--- config.mk ---
export PLATFORM = sky130hd
export DESIGN_NAME = simon_sequencer
export DESIGN_NICKNAME = d
export VERILOG_FILES = /design/src/rtl/simon_sequencer.sv
export SDC_FILE = /design/constraint.sdc
export NUM_CORES = 1
export LEC_CHECK = 0
export ABC_CLOCK_PERIOD_IN_PS = 5800
export BUFFER_PORTS_ARGS = -buffer_cell sky130_fd_sc_hd__buf_4
export CELL_PAD_IN_SITES_DETAIL_PLACEMENT = 0
export CELL_PAD_IN_SITES_GLOBAL_PLACEMENT = 1
export CORE_ASPECT_RATIO = 0.6
export CORE_MARGIN = 2
export CORE_UTILIZATION = 54
export CTS_CLUSTER_DIAMETER = 60
export DETAILED_ROUTE_END_ITERATION = 10
export GPL_TIMING_DRIVEN = 1
export HOLD_SLACK_MARGIN = 0.12
export PLACE_DENSITY = 0.88
export SLEW_MARGIN = 25
export SYNTH_ARGS = -nofsm -noshare
export SYNTH_HDL_FRONTEND = slang
export SYNTH_SLANG_ARGS = --single-unit
export TNS_END_PERCENT = 1
--- constraint.sdc ---
create_clock -name clk -period 5.8 [get_ports clk]
set_input_delay 0.58 -clock clk [delete_from_list [all_inputs] [get_ports clk]]
set_output_delay 0.58 -clock clk [all_outputs]
set_load 0.02 [all_outputs]
--- src/rtl/simon_sequencer.sv ---
// Simon game sequence controller: grows, plays back and checks a random colour sequence.
// Optional SIMON_SPEEDUP_EN halves playback durations once the sequence reaches length 8.
module simon_sequencer #(
    parameter int MAX_LEN       = 32,
    parameter int ON_TICKS      = 30,
    parameter int OFF_TICKS     = 15,
    parameter int TIMEOUT_TICKS = 120
) (
    input  logic       clk,
    input  logic       reset,
    input  logic       start,
    input  logic [1:0] rand_in,
    input  logic [1:0] player_num,
    input  logic       player_pressed,
    output logic       simon_turn,
    output logic [1:0] simon_num,
    output logic       simon_pressed,
    output logic       game_over,
    output logic       win,
    output logic [6:0] level
);

    localparam int IW   = (MAX_LEN > 2) ? $clog2(MAX_LEN) : 1;
    localparam int TMX0 = (ON_TICKS > OFF_TICKS) ? ON_TICKS : OFF_TICKS;
    localparam int TMAX = (TMX0 > TIMEOUT_TICKS) ? TMX0 : TIMEOUT_TICKS;
    localparam int TW   = $clog2(TMAX + 1);

    typedef enum logic [2:0] {
        S_IDLE, S_APPEND, S_PLAY_ON, S_PLAY_OFF, S_WAIT_IN, S_GAME_OVER, S_WIN
    } state_t;

    state_t        state;
    logic [1:0]    mem [MAX_LEN];
    logic [6:0]    len;
    logic [IW-1:0] idx;
    logic [TW-1:0] timer;
    logic [TW-1:0] on_dur;
    logic [TW-1:0] off_dur;
    logic          last_step;

`ifdef SIMON_SPEEDUP_EN
    localparam int ON_FAST  = (ON_TICKS / 2 < 1) ? 1 : ON_TICKS / 2;
    localparam int OFF_FAST = (OFF_TICKS / 2 < 1) ? 1 : OFF_TICKS / 2;
    assign on_dur  = (len >= 7'd8) ? TW'(ON_FAST)  : TW'(ON_TICKS);
    assign off_dur = (len >= 7'd8) ? TW'(OFF_FAST) : TW'(OFF_TICKS);
`else
    assign on_dur  = TW'(ON_TICKS);
    assign off_dur = TW'(OFF_TICKS);
`endif

    assign last_step = (7'(idx) + 7'd1 == len);

    // Sequence storage is deliberately left uncleared; len alone marks valid entries.
    always_ff @(posedge clk) begin
        if (state == S_APPEND)
            mem[len[IW-1:0]] <= rand_in;
    end

    always_ff @(posedge clk or negedge reset) begin
        if (!reset) begin
            state <= S_IDLE;
            len   <= '0;
            idx   <= '0;
            timer <= '0;
        end else begin
            case (state)
                S_IDLE, S_GAME_OVER, S_WIN: begin
                    if (start) begin
                        len   <= '0;
                        state <= S_APPEND;
                    end
                end
                S_APPEND: begin
                    len   <= len + 7'd1;
                    idx   <= '0;
                    timer <= '0;
                    state <= S_PLAY_ON;
                end
                S_PLAY_ON: begin
                    if (timer == on_dur - TW'(1)) begin
                        timer <= '0;
                        state <= S_PLAY_OFF;
                    end else begin
                        timer <= timer + TW'(1);
                    end
                end
                S_PLAY_OFF: begin
                    if (timer == off_dur - TW'(1)) begin
                        timer <= '0;
                        if (last_step) begin
                            idx   <= '0;
                            state <= S_WAIT_IN;
                        end else begin
                            idx   <= idx + IW'(1);
                            state <= S_PLAY_ON;
                        end
                    end else begin
                        timer <= timer + TW'(1);
                    end
                end
                S_WAIT_IN: begin
                    // A press on the final tick wins over the timeout.
                    if (player_pressed) begin
                        if (player_num != mem[idx]) begin
                            state <= S_GAME_OVER;
                        end else if (!last_step) begin
                            idx   <= idx + IW'(1);
                            timer <= '0;
                        end else if (len < 7'(MAX_LEN)) begin
                            state <= S_APPEND;
                        end else begin
                            state <= S_WIN;
                        end
                    end else if (timer == TW'(TIMEOUT_TICKS - 1)) begin
                        state <= S_GAME_OVER;
                    end else begin
                        timer <= timer + TW'(1);
                    end
                end
                default: state <= S_IDLE;
            endcase
        end
    end

    assign simon_turn    = (state == S_APPEND) || (state == S_PLAY_ON) || (state == S_PLAY_OFF);
    assign simon_pressed = (state == S_PLAY_ON);
    assign game_over     = (state == S_GAME_OVER);
    assign win           = (state == S_WIN);
    assign level         = len;
    // APPEND also shows 0 so a not-yet-written entry never leaks onto the bus.
    assign simon_num     = (state == S_IDLE || state == S_APPEND) ? 2'd0 : mem[idx];

endmodule
======== Word level (Yosys, flattened, before mapping) ========
Memories as Yosys holds them, arrays and structs flattened.
Index checks and enable logic that the tools add are counted.
cells by class
  add/sub/neg operators ................... 4
  multipliers ............................. 0
  div/mod/pow operators ................... 0
  order comparisons ....................... 1
  eq/ne operators ......................... 22
  shifts and indexed selects .............. 0
  multiplexer cells ....................... 28
  bitwise logic cells ..................... 0
  reduce and logical (&&, ||, !) cells .... 12
operators with widths
  kind                 number
  $mux 7               7
  $pmux 7 s4           1
  $mux 3               9
  $mux 5               5
  $pmux 3 s5           1
  $pmux 5 s3           1
  $add 7x1->7 const B  2
  $pmux 7 s2           1
  $ne 3x3->1 const B   4
  $ne 2x2->1 const B   5
  $reduce_and 5->1     2
  $eq 3x3->1 const B   3
  $eq 6x7->1           1
  $eq 7x4->1 const B   1
  $eq 7x5->1 const B   1
  $eq 7x7->1 const B   1
  $lt 7x6->1 const B   1
  $add 5x1->6 const B  1
  $eq 3x2->1 const B   2
  $add 5x1->5 const B  1
  $ne 4x4->1 const B   1
  $reduce_and 4->1     1
  $reduce_bool 4->1    1
  $eq 3x1->1 const B   1
  10 further kinds     13
word-level totals
  register bits after elaboration ......... 22
  latch bits .............................. 0
  memory bits (writable) .................. 64
  bits in read-only memories .............. 0
  input bits .............................. 8
  logic and storage cells ................. 72
  memories kept ........................... 1
memory list
  memory  depth  width  read ports  clocked after memory_dff  write ports  RTL line  source
  mem     32     2      1           0                         1            33        logic [1:0] mem [MAX_LEN];

======== Longest topological paths before layout ========
  depth after elaboration ................. 6
  depth in mapped cells ................... 12
  gate-level depth less buffers ........... 10

======== Least setup slack after synthesis ========
Ideal clock, no wire load.
  path kind ............................... register to register
  start ................................... register idx[0]
  end ..................................... register idx[0]
  setup time .............................. 0.125 ns
  arrival time ............................ 2.309 ns
  data required time ...................... 5.675 ns
  setup slack ............................. 3.366 ns
  cell stages (with the launch flop) ...... 10
  path buffers ............................ 1
  period minus slack after synthesis ...... 2.434 ns
  cells stage by stage .................... dfrtp_1 -> mux4_1 -> mux2_2 -> nand3_2 -> nand4_4 -> xnor2_2 -> and3_1 -> buf_6 -> a21oi_4 -> mux2_4
between the ends
  word-level cells in the longest chain between the ends .. 5
  elaborated cells on any way between the ends .. 14
ends and longest elaborated chain
  what                                               RTL line     source
  start, declared                                    35           logic [IW-1:0] idx;
  start signal, assigned                             94           idx <= idx + IW'(1);
  start signal, assigned                             107          idx <= idx + IW'(1);
  $add 5x1->6 / $add 5x1->5 (equally long branches)  51, 94, 107
  $eq 6x7->1 / $mux 5 (equally long branches)        51, 106
  $mux 5, on equally long branches                   90, 104
  $mux 5, on equally long branches                   88, 103
  $pmux 5 s3                                         66           case (state)
Several ways; a longest one is shown, not always the timed one. The select of a mux whose other input is x is not followed.
A chain may end at the register's enable or synchronous reset.

======== Worst setup path after layout ========
  start ................................... register idx[1]
  end ..................................... output port simon_num[0]
between the ends
  word-level cells in the longest chain between the ends .. 2
ends and longest elaborated chain
  what           RTL line  source
  $mem_v2 32x2   --
  $mux 2         131       assign simon_num = (state == S_IDLE || state == S_APPEND) ? 2'd0 : mem[idx];
  end, declared  16        output logic [1:0] simon_num,
Every way passes these cells.

==> results.cfg <==
[outcome]
run_status = finished clean

[clock_network]
clk_latency_ns = 0.34
clk_path_buf_depth = 2
cts-resized-gates = 0
cts_tree = yes
cts-root-buf = clkbuf_16
hold_buffers = 0
post_cts_buffers = 0
path_clk_slew_ns = 0.06
htree_levels = 3
cts.sinks = 86
cts-buffers-inserted = 9

[logic_synthesis]
synthFlopType = edfxtp_1
synthCells = 384
netlist.area_leader.share_pct = 43.22
syn_nets = 400
syn_area_per_cell_um2 = 11.58
netlist_area_um2 = 4447
yosys_warnings = 0
seq_area_frac_synth_pct = 55.60
synthArstFlopShare_pct = 25.58
ys_seq_elements = 86
synthDistinctLibCells = 56
yosysTopAreaCell = edfxtp_1
synth_area_leaders = edfxtp_1 43%, dfrtp_1 12%, mux2i_1 5.9%, nor2_1 4.5%, nand2_1 3.2%
synth-edff-count = 64

[timing]
setup_viol = 0
finalCritPeriodShare_pct = 56.90
worst_slew_pin_slew_ns = 0.7789
relSlewSlack_pct = 48.07
hold_violations = 0
fmax_mhz = 303.0
timing.final.crit_period_ns = 3.300
rsz0062_at_grt = false
slew_violations = 0
setup-tns-final_ns = 0
setup_ws_ns = 2.500
skew_ns = 0.007067

[power_and_ir_drop]
powerDensity_nw_per_um2 = 415.0
ir_worst_vdd_v = 0.0002223
power.leakage_nw = 1.762

[grt]
met2_usage_pct = 32.65
top_usage_layer = met1
gr-total-overflow = 0
antenna_found_initial = 0
track_usage_pct = 23.41
grt_max_degree = 33
grt_pass1_wl_um = 15440
grt_pass1_vias = 2822
grt_use_met1_pct = 36.23
use_met3_pct = 5.598

[finish]
fin_util_pct = 61.67
syn_to_final_growth_pct = 10.19
layout-drive-gt1-share_pct = 13.22
nets = 413
antenna_cells = 0

[worst_setup_path]
required_ns = 5.22
endpoint_kind = output port
worstPathMaxFanout = 17
slowest_stage = dfrtp_1
start_kind = flip-flop
cp_slowest_stage_delay_ns = 0.84
rrSetupSlack_ns = 2.51
path_common_cell = buf_4
crit_arrival_ns = 2.72
crit_chain = buf_4 -> mux4_1 -> mux2_2 -> nand3_2 -> nand4_4 -> o21a_1 -> buf_4
path_class = flip-flop to output port

[place]
globalplace.congestion = 0.8333
portBuffers = 20
dp_hpwl_um = 6623
place_worst_setup_slack_ns = 2.545

[die]
die-area_um2 = 9000
coreArea_um2 = 7945
rows = 25
num_io_pins = 21
start_util_pct = 55.97
die_x_um = 121.2
fp.dieH_um = 74.29

[worst_hold_path]
hp-class = input pin to asynchronous set/reset pin

[flow_run]
drv_cap = 0

[routing]
routed_via_density = 6.055
drcViolationCount = 0
ant_nets = 0
first_pass_iters = 5
drt-total-wl_um = 9765
drtIter0Drc = 446
num_vias = 3082
routedWlPerCell_um = 19.18
## synth_stat cells, types with 2 or more instances
cell	number
nor2_1	53
nor2b_1	7
dfrtp_1	22
mux2_4	4
edfxtp_1	64
o22ai_1	2
nand3b_1	5
nor3_1	9
xor2_1	7
o22a_1	2
o21ai_0	14
a21oi_1	7
mux2i_1	26
mux4_2	2
inv_1	10
nand2_1	38
or3b_2	2
o21a_1	4
nand2b_1	3
and3_1	4
mux4_1	2
nand3_2	2
ha_1	8
and2_1	3
clkbuf_1	9
a31oi_1	10
nand3_1	10
or3_1	3
nand4_1	7
a22oi_1	9
buf_6	6
xnor2_1	3
o31ai_1	2
buf_2	3
## path summary, 6_finish.rpt
path                                 startpoint                   end  cells after the start
setup reg to reg             idx[1]$_DFFE_PN0P_    idx[1]$_DFFE_PN0P_                      9
max in group asynchronous                 reset  level[2]$_DFFE_PN0P_                      1
hold / removal                            reset  timer[2]$_DFFE_PN0P_                      1
min in group clk           timer[6]$_DFFE_PN0P_  timer[6]$_DFFE_PN0P_                      1
setup / recovery             idx[1]$_DFFE_PN0P_          simon_num[0]                      7
hold reg to reg            timer[6]$_DFFE_PN0P_  timer[6]$_DFFE_PN0P_                      1
## metal layers
| metal | vias up | wire length, um |
|---|---|---|
| met3 | 13 | 957 |
| met5 | - | 0 |
| met4 | 0 | 106 |
| li1 | 1438 | - |
| met2 | 131 | 4114 |
| met1 | 1500 | 4586 |
## registers in the layout (all words and copies together), names as in the netlist
register and count:
timer 7, idx 5, level 7, state 3
mem 64
## cell type report
class | instances | area [um2]
Tap cell | 108 | 135.1
Inverter | 10 | 37.54
Fill cell | 652 | 3045
Sequential cell | 86 | 2472
Clock buffer | 11 | 232.7
Timing Repair Buffer | 21 | 157.7
Multi-Input combinational cell | 269 | 1817
Clock inverter | 4 | 47.55
## per-stage QoR
| stage | std cells | power [mW] | hold WS, ns | instance area [um2] |
|---|---|---|---|---|
| after floorplan | 384 | 1.319 | 0.2844 | 4447 |
| after global placement | 494 | 1.462 | 0.4903 | 4619 |
| after detailed placement | 494 | 1.483 | 0.4954 | 4619 |
| after CTS | 509 | 2.037 | 0.1325 | 4900 |
| after global routing | 509 | 2.142 | 0.1433 | 4900 |
| final | 509 | 2.033 | 0.1289 | 4900 |
## kinds of logic (layout without fill, tap and decap cells)
| kind of cell | count (synthesis) | after routing | synth area share, % |
|---|---|---|---|
| flip-flops | 86 | 86 | 55.60 |
| multiplexers | 35 | 35 | 9.651 |
| XOR/XNOR | 11 | 11 | 2.336 |
| AND/OR/NAND/NOR | 152 | 152 | 16.77 |
| adder cells (fa/ha/maj) | 8 | 8 | 2.251 |
| AO/OA/AOI/OAI | 63 | 63 | 9.848 |
| buffers and inverters | 29 | 46 | 3.545 |
## power breakdown
part	switching (mW)	internal, mW	total, mW
Combinational	0.312	0.284	0.596
Clock	0.228	0.331	0.558
Sequential	0.164	0.715	0.879
## cells in the final DEF, fill, tap and decap left out, types with 3 or more instances in the layout
| master | n |
|---|---|
| nand2b_1 | 3 |
| ha_1 | 8 |
| a21oi_1 | 7 |
| xnor2_1 | 3 |
| nor2_1 | 53 |
| nand4_1 | 7 |
| dfrtp_1 | 22 |
| a31oi_1 | 10 |
| inv_1 | 10 |
| clkbuf_16 | 9 |
| mux2i_1 | 26 |
| or3_1 | 3 |
| and3_1 | 4 |
| and2_1 | 3 |
| o21ai_0 | 14 |
| nor2b_1 | 7 |
| mux2_4 | 4 |
| nor3_1 | 9 |
| xor2_1 | 7 |
| o21a_1 | 4 |
| nand3_1 | 10 |
| nand3b_1 | 5 |
| buf_4 | 21 |
| edfxtp_1 | 64 |
| nand2_1 | 38 |
| a22oi_1 | 9 |
## critical path: cells and delay by family (launching register included)
| kind | cells | cell delay (ns) |
|---|---|---|
| compound gates | 1 | 0.13 |
| buf+inv | 2 | 0.57 |
| flops | 1 | 0.84 |
| mux | 2 | 0.61 |
| simple gates | 2 | 0.21 |
No activity file was read; power rests on OpenSTA's default activity.
